--- config.mk ---
export PLATFORM = sky130hd
export DESIGN_NAME = sync_fifo_flat
export DESIGN_NICKNAME = d
export VERILOG_FILES = /design/src/rtl/sync_fifo_pkg.sv /design/src/rtl/sync_fifo_if.sv /design/src/rtl/sync_fifo_ram.sv /design/src/rtl/sync_fifo.sv /design/src/flat_wrapper.sv
export SDC_FILE = /design/constraint.sdc
export NUM_CORES = 1
export LEC_CHECK = 0
export CAP_MARGIN = 15
export CORE_MARGIN = 4
export CORE_UTILIZATION = 45
export CTS_BUF_LIST = sky130_fd_sc_hd__clkbuf_2 sky130_fd_sc_hd__clkbuf_4 sky130_fd_sc_hd__clkbuf_8
export DETAILED_ROUTE_END_ITERATION = 7
export PLACE_DENSITY = 0.67
export SLEW_MARGIN = 20
export SYNTH_ARGS = -nofsm -noshare
export SYNTH_HDL_FRONTEND = slang
export SYNTH_SLANG_ARGS = --single-unit
--- constraint.sdc ---
create_clock -name clk -period 3 [get_ports clk]
set_clock_uncertainty 0.2 [all_clocks]
set_input_delay 0.6 -clock clk [delete_from_list [all_inputs] [get_ports clk]]
set_output_delay 0.6 -clock clk [all_outputs]
set_load 0.005 [all_outputs]
--- src/rtl/sync_fifo_pkg.sv ---
// rtl/sync_fifo_pkg.sv - shared constants and parameter checks for sync_fifo
package sync_fifo_pkg;

    localparam string FT_TRUE  = "TRUE";
    localparam string FT_FALSE = "FALSE";

    function automatic int calc_depth(input int asize);
        return 1 << asize;
    endfunction

    function automatic bit params_ok(
        input int dsize,
        input int asize,
        input int awfullsize,
        input int aremptysize,
        input bit ft_valid
    );
        int depth;
        depth = calc_depth(asize);
        return (dsize >= 1) && (asize >= 1) &&
               (awfullsize >= 1) && (awfullsize < depth) &&
               (aremptysize >= 1) && (aremptysize < depth) &&
               ft_valid;
    endfunction

endpackage

--- src/rtl/sync_fifo_if.sv ---
// rtl/sync_fifo_if.sv - sync_fifo producer/consumer bundle; SYNC_FIFO_ERR_EN adds error signals
interface sync_fifo_if #(
    parameter int DSIZE = 8,
    parameter int ASIZE = 4
);
    logic             flush;
    logic             winc;
    logic [DSIZE-1:0] wdata;
    logic             wfull;
    logic             awfull;
    logic             rinc;
    logic [DSIZE-1:0] rdata;
    logic             rempty;
    logic             arempty;
    logic [ASIZE:0]   level;
`ifdef SYNC_FIFO_ERR_EN
    logic             err_clr;
    logic             overflow;
    logic             underflow;
`endif

    modport master (
`ifdef SYNC_FIFO_ERR_EN
        output err_clr,
        input  overflow, underflow,
`endif
        output flush, winc, wdata, rinc,
        input  wfull, awfull, rdata, rempty, arempty, level
    );

    modport slave (
`ifdef SYNC_FIFO_ERR_EN
        input  err_clr,
        output overflow, underflow,
`endif
        input  flush, winc, wdata, rinc,
        output wfull, awfull, rdata, rempty, arempty, level
    );

endinterface

--- src/rtl/sync_fifo_ram.sv ---
// rtl/sync_fifo_ram.sv - simple dual-port storage with fall-through or registered read
module sync_fifo_ram
    import sync_fifo_pkg::*;
#(
    parameter int    DSIZE       = 8,
    parameter int    ASIZE       = 4,
    parameter string FALLTHROUGH = FT_TRUE
) (
    input  logic             clk,
    input  logic             rst_n,
    input  logic             we,
    input  logic [ASIZE-1:0] waddr,
    input  logic [DSIZE-1:0] wdata,
    input  logic             re,
    input  logic [ASIZE-1:0] raddr,
    output logic [DSIZE-1:0] rdata
);

    localparam int DEPTH   = calc_depth(ASIZE);
    localparam bit FT_MODE = (FALLTHROUGH == FT_TRUE);

    logic [DSIZE-1:0] mem [DEPTH];

    // Contents are deliberately left unreset so the array maps onto plain RAM.
    always_ff @(posedge clk) begin
        if (we) begin
            mem[waddr] <= wdata;
        end
    end

    generate
        if (FT_MODE) begin : g_fallthrough
            logic unused_rd;
            assign rdata     = mem[raddr];
            assign unused_rd = &{1'b0, re, rst_n};
        end else begin : g_registered
            always_ff @(posedge clk or negedge rst_n) begin
                if (!rst_n) begin
                    rdata <= '0;
                end else if (re) begin
                    rdata <= mem[raddr];
                end
            end
        end
    endgenerate

endmodule

--- src/rtl/sync_fifo.sv ---
// rtl/sync_fifo.sv - single-clock FIFO with level, flush and threshold flags; SYNC_FIFO_ERR_EN adds sticky error flags
module sync_fifo
    import sync_fifo_pkg::*;
#(
    parameter int    DSIZE       = 8,
    parameter int    ASIZE       = 4,
    parameter int    AWFULLSIZE  = 1,
    parameter int    AREMPTYSIZE = 1,
    parameter string FALLTHROUGH = FT_TRUE
) (
    input  logic     clk,
    input  logic     rst_n,
    sync_fifo_if.slave bus
);

    localparam int DEPTH    = calc_depth(ASIZE);
    localparam bit FT_VALID = (FALLTHROUGH == FT_TRUE) || (FALLTHROUGH == FT_FALSE);

    localparam logic [ASIZE:0] LVL_FULL = (ASIZE+1)'(DEPTH);
    localparam logic [ASIZE:0] LVL_AF   = (ASIZE+1)'(DEPTH - AWFULLSIZE);
    localparam logic [ASIZE:0] LVL_AE   = (ASIZE+1)'(AREMPTYSIZE);

    generate
        if (!params_ok(DSIZE, ASIZE, AWFULLSIZE, AREMPTYSIZE, FT_VALID)) begin : g_param_err
            $error("sync_fifo: illegal parameter combination");
        end
    endgenerate

    logic [ASIZE:0] wptr;
    logic [ASIZE:0] rptr;
    logic [ASIZE:0] level;
    logic           wfull_w;
    logic           rempty_w;
    logic           wr_ok;
    logic           rd_ok;

    // Flags come from the level register only, so winc/rinc never reach them combinationally.
    assign wfull_w  = (level == LVL_FULL);
    assign rempty_w = (level == '0);

    assign bus.wfull   = wfull_w;
    assign bus.rempty  = rempty_w;
    assign bus.awfull  = (level >= LVL_AF);
    assign bus.arempty = (level <= LVL_AE);
    assign bus.level   = level;

    assign wr_ok = bus.winc & ~wfull_w  & ~bus.flush;
    assign rd_ok = bus.rinc & ~rempty_w & ~bus.flush;

    always_ff @(posedge clk or negedge rst_n) begin
        if (!rst_n) begin
            wptr  <= '0;
            rptr  <= '0;
            level <= '0;
        end else if (bus.flush) begin
            wptr  <= '0;
            rptr  <= '0;
            level <= '0;
        end else begin
            if (wr_ok) begin
                wptr <= wptr + 1'b1;
            end
            if (rd_ok) begin
                rptr <= rptr + 1'b1;
            end
            if (wr_ok && !rd_ok) begin
                level <= level + 1'b1;
            end else if (rd_ok && !wr_ok) begin
                level <= level - 1'b1;
            end
        end
    end

    sync_fifo_ram #(
        .DSIZE       (DSIZE),
        .ASIZE       (ASIZE),
        .FALLTHROUGH (FALLTHROUGH)
    ) u_ram (
        .clk   (clk),
        .rst_n (rst_n),
        .we    (wr_ok),
        .waddr (wptr[ASIZE-1:0]),
        .wdata (bus.wdata),
        .re    (rd_ok),
        .raddr (rptr[ASIZE-1:0]),
        .rdata (bus.rdata)
    );

`ifdef SYNC_FIFO_ERR_EN
    logic overflow_q;
    logic underflow_q;

    // A new error event in the same cycle as err_clr keeps the flag set; flush leaves them alone.
    always_ff @(posedge clk or negedge rst_n) begin
        if (!rst_n) begin
            overflow_q  <= 1'b0;
            underflow_q <= 1'b0;
        end else begin
            if (bus.winc && wfull_w) begin
                overflow_q <= 1'b1;
            end else if (bus.err_clr) begin
                overflow_q <= 1'b0;
            end
            if (bus.rinc && rempty_w) begin
                underflow_q <= 1'b1;
            end else if (bus.err_clr) begin
                underflow_q <= 1'b0;
            end
        end
    end

    assign bus.overflow  = overflow_q;
    assign bus.underflow = underflow_q;
`endif

endmodule

--- src/flat_wrapper.sv ---
// flat-port wrapper written by rule: the top's interface ports become plain ports
module sync_fifo_flat import sync_fifo_pkg::*;
#(
    parameter int    DSIZE       = 8,
    parameter int    ASIZE       = 4,
    parameter int    AWFULLSIZE  = 1,
    parameter int    AREMPTYSIZE = 1,
    parameter string FALLTHROUGH = FT_TRUE
)
  (clk, rst_n, bus_flush, bus_winc, bus_wdata, bus_rinc, bus_wfull, bus_awfull, bus_rdata, bus_rempty, bus_arempty, bus_level);
  sync_fifo_if #(.DSIZE(DSIZE), .ASIZE(ASIZE)) bus_i ();
  input  logic clk;
  input  logic rst_n;
  input wire logic [$bits(bus_i.flush)-1:0] bus_flush;
  input wire logic [$bits(bus_i.winc)-1:0] bus_winc;
  input wire logic [$bits(bus_i.wdata)-1:0] bus_wdata;
  input wire logic [$bits(bus_i.rinc)-1:0] bus_rinc;
  output wire logic [$bits(bus_i.wfull)-1:0] bus_wfull;
  output wire logic [$bits(bus_i.awfull)-1:0] bus_awfull;
  output wire logic [$bits(bus_i.rdata)-1:0] bus_rdata;
  output wire logic [$bits(bus_i.rempty)-1:0] bus_rempty;
  output wire logic [$bits(bus_i.arempty)-1:0] bus_arempty;
  output wire logic [$bits(bus_i.level)-1:0] bus_level;
  assign bus_i.flush = bus_flush;
  assign bus_i.winc = bus_winc;
  assign bus_i.wdata = bus_wdata;
  assign bus_i.rinc = bus_rinc;
  assign bus_wfull = bus_i.wfull;
  assign bus_awfull = bus_i.awfull;
  assign bus_rdata = bus_i.rdata;
  assign bus_rempty = bus_i.rempty;
  assign bus_arempty = bus_i.arempty;
  assign bus_level = bus_i.level;
  sync_fifo #(.DSIZE(DSIZE), .ASIZE(ASIZE), .AWFULLSIZE(AWFULLSIZE), .AREMPTYSIZE(AREMPTYSIZE), .FALLTHROUGH(FALLTHROUGH)) u_core (.clk(clk), .rst_n(rst_n), .bus(bus_i));
endmodule
After elaboration in Yosys (flattened, before gate mapping)
Memories as Yosys holds them, arrays and structs flattened.
Cells that the tools add are included.
{ "totals": {"ff_bits": 15, "ramBits": 128, "in_bits": 13, "output_inout_bits": 17, "n_memories": 1} }
{ "op_classes": {"addsub": 4, "n_lt_le_gt_ge": 2, "n_eq_ne": 1, "n_mux": 9, "n_bitwise": 7, "n_reduce_logical": 8} }
{ "memory_table": {"columns": ["name", "words", "word_bits", "rd", "rd_ports_with_merged_regs", "wr", "line", "rtl"], "rows": [
  ["u_core.u_ram.mem", 16, 8, 1, 0, 1, "sync_fifo_ram.sv:22", "logic [DSIZE-1:0] mem [DEPTH];"]
]} }
{ "ops": {"columns": ["operator", "n"], "rows": [
  ["$mux 5", 7],
  ["$add 5x1->5 const B", 3],
  ["$eq 5x5->1 const B", 1],
  ["$ge 5x4->1 const B", 1],
  ["$le 5x1->1 const B", 1],
  ["$logic_not 5->1", 1],
  ["$sub 5x1->5 const B", 1],
  ["$and 1x1->1", 4],
  ["$reduce_bool 2->1", 2],
  ["$not 1->1", 3],
  ["$reduce_bool 3->1", 1],
  ["$logic_and 1x1->1", 2],
  ["$logic_not 1->1", 2],
  ["$mux 1", 2]
]} }

Longest topological paths before layout
Gate-level depths: netlist of the first run.
{ "depth": {"depth_word": 9, "ltp_mapped": 8, "ltp_nobuf": 7} }

By module
A second synthesis of the first run with hierarchy kept.
{ "hier_totals": {"hier_cells": 323, "hier_area_um2": 5925.7} }
{ "modules_own_cells": {"columns": ["mod", "n_inst", "cells_per_inst", "area_per_inst_um2", "seq_area_each_um2"], "rows": [
  ["sync_fifo_ram", 1, 221, 4987.3, 3843.7],
  ["sync_fifo", 1, 102, 938.4, 325.3]
]} }

Least setup slack after synthesis of the first run
Ideal clock, no wire load.
{ "synth_path": {"path_type": "register to register", "start": "reg u_core.level[0] (netlist: u_core.bus.level[0])", "end": "mem u_core.u_ram.mem[0][0], enable pin", "setup_time_ps": 383, "t_arrival_ps": 2121, "setup_slack_ps": 296, "path_stages_with_launch": 8, "path_buffers": 0, "synth_period_minus_slack_ps": 2704, "cell_sequence": "dfrtp_1 > inv_1 > ha_1 > nand4bb_1 > inv_1 > nor3b_1 > nand2_1 > nor3_1"} }
{ "synth_between": {"elab_chain_len": 6} }
{ "synth_lines": {"columns": ["element", "line", "rtl"], "rows": [
  ["start: declaration", "sync_fifo.sv:31", "logic [ASIZE:0] level;"],
  ["start signal: assignment", "sync_fifo.sv:67", "level <= level + 1'b1;"],
  ["start signal: assignment", "sync_fifo.sv:69", "level <= level - 1'b1;"],
  ["$eq 5x5->1", "sync_fifo.sv:38", "assign wfull_w = (level == LVL_FULL);"],
  ["via bus_wfull", "flat_wrapper.sv:18", "output wire logic [$bits(bus_i.wfull)-1:0] bus_wfull;"],
  ["$not 1->1", "sync_fifo.sv:47", "assign wr_ok = bus.winc & ~wfull_w & ~bus.flush;"],
  ["$and 1x1->1 (2 in series)", "sync_fifo.sv:47", null],
  ["$mux 1", "sync_fifo_ram.sv:26", "if (we) begin"],
  ["$mux 1 (not written as such)", "sync_fifo_ram.sv:27", "mem[waddr] <= wdata;"],
  ["end: declaration", "sync_fifo_ram.sv:22", null]
]} }
The timed path passes the listed nets, and every way through them passes these cells.

Final worst setup path of the first run
{ "layout_path": {"start": "reg u_core.rptr[0]", "end": "out bus_rdata[1]"} }
{ "layout_between": {"elab_chain_len": 1} }
{ "layout_lines": {"columns": ["element", "line", "rtl"], "rows": [
  ["start: declaration", "sync_fifo.sv:30", "logic [ASIZE:0] rptr;"],
  ["start signal: assignment", "sync_fifo.sv:64", "rptr <= rptr + 1'b1;"],
  ["$mem_v2 16x8", null, null],
  ["end: declaration", "flat_wrapper.sv:20", "output wire logic [$bits(bus_i.rdata)-1:0] bus_rdata;"]
]} }
No other way between the ends.

==> results.cfg, run 1 <==
[clock_tree]
numCtsBuffers = 17
clkLatencyLatePin_ps = 440
h-tree-depth = 4
ctsRootBufferMaster = clkbuf_8
clockBufferDepth = 2
clock-sinks = 141
clk_pin_slew_ps = 80
cts_tree = built

[finish]
final_util = 0.5758
fill_cells = 974
n_antenna_cell = 0
stdcell_count = 589
layout-drive-gt1-share = 0.3549
register_area_sq_mm = 0.004172
area_delta_synth_final_pct = 25.02
nNetsFinal = 427
multiInputGateArea_sq_mm = 0.001625

[sta]
tightest_slew_ps = 665.0
setup_viol = 0
fmax_mhz = 341.3
relSlewSlack = 0.5452
maxSlewViolCount = 0
hold_viol_final = 0
rsz0062_at_grt = yes
min_period_over_period = 0.9767
min_period_ps = 2930

[floorplanning]
die_h_um = 121.9
die_x_um = 121.9
die-area_sq_mm = 0.01485
ios = 30
core_sq_mm = 0.01267
initial_core_util = 0.4606
fp-row-count = 41

[global_route]
grt-ovfl-total = 0
grt_usage = 0.1718
grt_pass1_wl_mm = 18.58
grt_start_max_net_pins = 29
first_global_vias = 3319
antenna_found_initial = 0

[logic_synthesis]
synth_ff_type = edfxtp_1
synthesis.area_sq_mm = 0.005836
syn_avg_cell_area_sq_um = 18.01
yosysWarnings = 0
synth_cell_types = 42
ys_ff_latch = 141
synthCells = 324
synth-edff-count = 128
async_flop_share = 0.09220
syn_nets = 347
ys_seq_area_frac = 0.7144

[placement]
gp_congestion = 0.8096
place_hpwl_mm = 7.322
port-buffer-count = 29
dp_cells = 538

[detailed_routing]
via_count = 3185
first_iter_violations = 373
wl_per_cell_um = 19.67
drc = 0
firstDrtPassIters = 4
ant_nets = 0
drt-vias-per-instance = 5.407
wl_mm = 11.59

[worst_setup_path]
crit_type = reg -> out
cp-end-kind = output port
cp.required_ps = 2200
start_kind = flop
worstPathArrival_ps = 2130
worstPathMaxFanout = 6

[run_status]
status = finished, final reports clean

[power_and_ir_drop]
vdd_ir_drop_max_v = 0.0004884
cellLeakagePower_uw = 0.002560
p_per_area_mw_per_mm2 = 815.4

[worst_hold_path]
holdCritPathClass = in -> async

[job]
max_cap_violations = 0
[worst max-delay path, cell delays in order, from the launching register on]
cell and delay [ps]:
dfrtp_2 510, buf_6 160, buf_16 110, mux4_2 510, a22oi_2 190, nand2_1 80
clkbuf_2 120
[synth_stat cells, types with 6 or more instances]
cell type	n	area, sq um
mux4_2	32	720.7
buf_2	6	30.03
dfrtp_1	13	325.3
nor2_1	24	90.09
inv_1	7	26.28
a22oi_1	16	120.1
nor3_1	7	35.03
nand2_1	19	71.32
a21oi_1	7	35.03
clkbuf_1	6	22.52
edfxtp_1	128	3844
ha_1	10	125.1
[cells by family after synthesis]
kind of cell,Yosys count,share of synthesized area
AOI/OAI and AO/OA,29,0.03495
xor gates and xnor gates,7,0.01286
adders and majority gates,10,0.02144
buffers and inverters,26,0.02123
DFF,141,0.7144
muxes,36,0.1314
and+or+nand+nor,75,0.06368
[stage by stage]
| step | power, uW | hold WS, ps | setup TNS (ps) | setup WS (ps) | instance area, sq um |
|---|---|---|---|---|---|
| 6_report | 5949 | 333.7 | 0 | 70.03 | 7296 |
| 5_1_grt | 6237 | 360.4 | -236.5 | -64.80 | 7296 |
| 4_1_cts | 6018 | 338.9 | -137.2 | -94.60 | 7301 |
| 3_5_place_dp | 3741 | 380.1 | 0 | 106.7 | 6494 |
| 3_3_place_gp | 3718 | 375.7 | 0 | 131.7 | 6494 |
| 2_1_floorplan | 3258 | 104.4 | 0 | 296.2 | 5836 |
[power breakdown]
group          switching [uW]  internal (uW)  leakage, uW
clock network             682           1230     0.000255
logic                     706           1010     0.000979
registers                 102           2220      0.00133
[cell type report]
type	instances	share of cell area
well taps	172	0.02950
clock buffers	21	0.03876
inverters	8	0.004459
clock inverters	11	0.03224
repair buffers	79	0.1005
multi-input cells	157	0.2228
flip-flops and latches	141	0.5718
[layer usage]
metal,global-route usage,share of wire
met3,0.04318,0.045
met4,0.05882,0.015
met2,0.2845,0.52
met1,0.2231,0.42
met5,0,0
[worst paths after layout]
path / cells after the start / slack (ps) / end / start
worst max-delay path: 6 / 70 / bus_rdata[1] / u_core.rptr[0]
worst max register to register: 7 / 660 / u_core.u_ram.mem[7][4] / u_core.bus.level[2]
worst min-delay path: 1 / 330 / u_core.bus.level[0] / rst_n
worst min register to register: 2 / 390 / u_core.wptr[1] / u_core.wptr[1]
min in group clk: 2 / 390 / u_core.wptr[1] / u_core.wptr[1]
max in group asynchronous: 1 / 1840 / u_core.rptr[0] / rst_n
[repair_timing]
item | in CTS | in global routing
endpoints found under the setup margin | 10 | 10
hold buffers | 0 | 0
setup buffers | 20 | 1
cloned | 1 | 0
resized for setup | 63 | 8
pin swaps | 16 | 11
[cells in the final DEF, fill, tap and decap left out, drive strengths merged, types with 2 or more instances in the layout]
cell and n:
nand4 2, and2 2, mux2 2, mux4 32
and3 2, a21oi 7, bufinv 7, clkbuf 22
clkinv 2, inv 8, nor2 24, dlymetal6s2s 2
a211oi 2, xor2 4, clkdlybuf4s50 19, buf 56
a22oi 16, nand2b 3, nand3 5, nand2 20
mux2i 2, nor3 8, ha 10, dfrtp 13
xnor2 2, clkinvlp 2, nor2b 3, edfxtp 128
[state kept, by name (all words and copies together) (netlist names)]
register / count
u_core.bus.level: 5
u_core.rptr: 4
u_core.u_ram.mem: 128
u_core.wptr: 4
Note: power is estimated with default switching activity, not from simulation.
==> run 2, diff against run 1 <==
Settings changed: CAP_MARGIN 15 to 20.
==> results of run 2 <==
No change in the layout: final DEF, timing and power equal those of run 1.
==> run 3, diff against run 2 <==
Settings changed: CORE_UTILIZATION 45 to 54, PLACE_DENSITY 0.67 to 0.8.
Clock period 3 ns to 2.4 ns, I/O delays scaled along.
==> results.cfg, run 3 (synthesis gave the netlist of run 1 again) <==
[placement]
pre_cts_slack_ps = -250.0
dp_cells = 525
port-buffer-count = 29
gp_congestion = 0.9115
place_hpwl_mm = 7.773

[finish]
final_cell_mix = 128 x edfxtp_1, 42 x buf_4, 32 x mux4_2, 18 x clkbuf_8, 18 x buf_6
n_antenna_cell = 0
register_area_sq_mm = 0.004170
layout-drive-gt1-share = 0.4617
stdcell_count = 567
nNetsFinal = 441
area_delta_synth_final_pct = 26.84
largest_reg_flops = 128
final_common_cell = edfxtp_1
multiInputGateArea_sq_mm = 0.001819
fill_cells = 602
top_regs = u_core.u_ram.mem: 128 flops, u_core.bus.level: 5 flops
regMostFlops = u_core.u_ram.mem

[sta]
setup_viol = 10
tightest_slew_ps = 625.4
fmax_mhz = 359.9
maxSlewViolCount = 0
relSlewSlack = 0.5818
layout_setup_ws_ps = -378.7
min_period_ps = 2779
min_period_over_period = 1.158
hold_viol_final = 0
tns_ps = -2693
rsz0062_at_grt = yes

[worst_setup_path]
start_kind = flop
cp.required_ps = 1720
worstPathMaxFanout = 8
worstPathArrival_ps = 2100
cp-end-kind = output port
crit_type = reg -> out

[power_and_ir_drop]
cellLeakagePower_uw = 0.002595
p_per_area_mw_per_mm2 = 933.4
vdd_ir_drop_max_v = 0.0007087

[clock_tree]
h-tree-depth = 4
clockBufferDepth = 2
clock-sinks = 141
clk_pin_slew_ps = 80
cts_tree = built
numCtsBuffers = 17
ctsRootBufferMaster = clkbuf_8
clkLatencyLatePin_ps = 440

[global_route]
first_global_vias = 3478
grt_usage = 0.2088
grt-ovfl-total = 0
grt_start_max_net_pins = 22
antenna_found_initial = 0
grt_pass1_wl_mm = 19.52

[floorplanning]
initial_core_util = 0.5602
die_h_um = 112.0
die-area_sq_mm = 0.01253
die_x_um = 112.0
ios = 30
fp-row-count = 37
core_sq_mm = 0.01042

[detailed_routing]
first_iter_violations = 287
wl_per_cell_um = 21.41
firstDrtPassIters = 5
drc = 0
drt-vias-per-instance = 5.834
via_count = 3308
wl_mm = 12.14
ant_nets = 0

[worst_hold_path]
holdCritPathClass = in -> async

[run_status]
violations = negative setup slack
status = complete, but fails checks

[job]
max_cap_violations = 0
-- run 3: where the power goes --
part	switching (uW)	leakage [uW]	total (uW)	internal [uW]
registers	68.7	0.00133	2840	2770
clock network	833	0.000190	1710	873
logic	1040	0.00108	2370	1320
total	1950	0.00260	6910	4960
-- run 3: metal layers --
metal | routed length [um] | global-route usage | up-vias
li1 | - | - | 1473
met1 | 4766 | 0.2683 | 1701
met2 | 6532 | 0.3557 | 115
met3 | 628 | 0.05054 | 19
met4 | 214 | 0.06490 | 0
met5 | 0 | 0 | -
-- run 3: layout make-up --
type | count | share of cell area
multi-input cells | 157 | 0.2458
repair buffers | 93 | 0.1139
clock inverters | 11 | 0.01302
inverters | 8 | 0.004395
flip-flops and latches | 141 | 0.5634
clock buffers | 21 | 0.03651
well taps | 136 | 0.02299
-- run 3: timing repair --
action,in CTS,in global routing
pin swaps,19,17
resized for setup,72,58
endpoints found under the setup margin,19,142
hold buffers,0,0
cloned,2,0
buffers inserted,9,1
-- run 3: per-stage QoR --
| stage | power (uW) | util | hold slack [ps] | instance area (sq um) |
|---|---|---|---|---|
| floorplan | 4075 | - | -15.59 | 5856 |
| global placement | 4829 | 0.6400 | 377.5 | 6666 |
| detailed placement | 4870 | 0.6400 | 391.8 | 6666 |
| CTS | 6863 | 0.6948 | 223.8 | 7237 |
| global route | 7272 | 0.7106 | 237.3 | 7402 |
| finish | 6909 | 0.7106 | 223.3 | 7402 |
-- run 3: worst max-delay path, cell delays in order, from the launching register on --
cell,delay (ps)
dfrtp_2,410
buf_6,130
buf_12,130
mux4_2,520
a22oi_2,220
nand2_1,100
buf_2,140
-- run 3: worst paths after layout --
check	from	to	slack, ps	cells past startpoint
min in group clk	u_core.wptr[1]	u_core.wptr[1]	400	2
worst min-delay path	rst_n	u_core.wptr[1]	220	1
max in group asynchronous	rst_n	u_core.rptr[0]	1340	1
worst max register to register	u_core.bus.level[0]	u_core.u_ram.mem[2][1]	120	11
worst max-delay path	u_core.rptr[0]	bus_rdata[7]	-380	6
worst min register to register	u_core.wptr[1]	u_core.wptr[1]	400	2
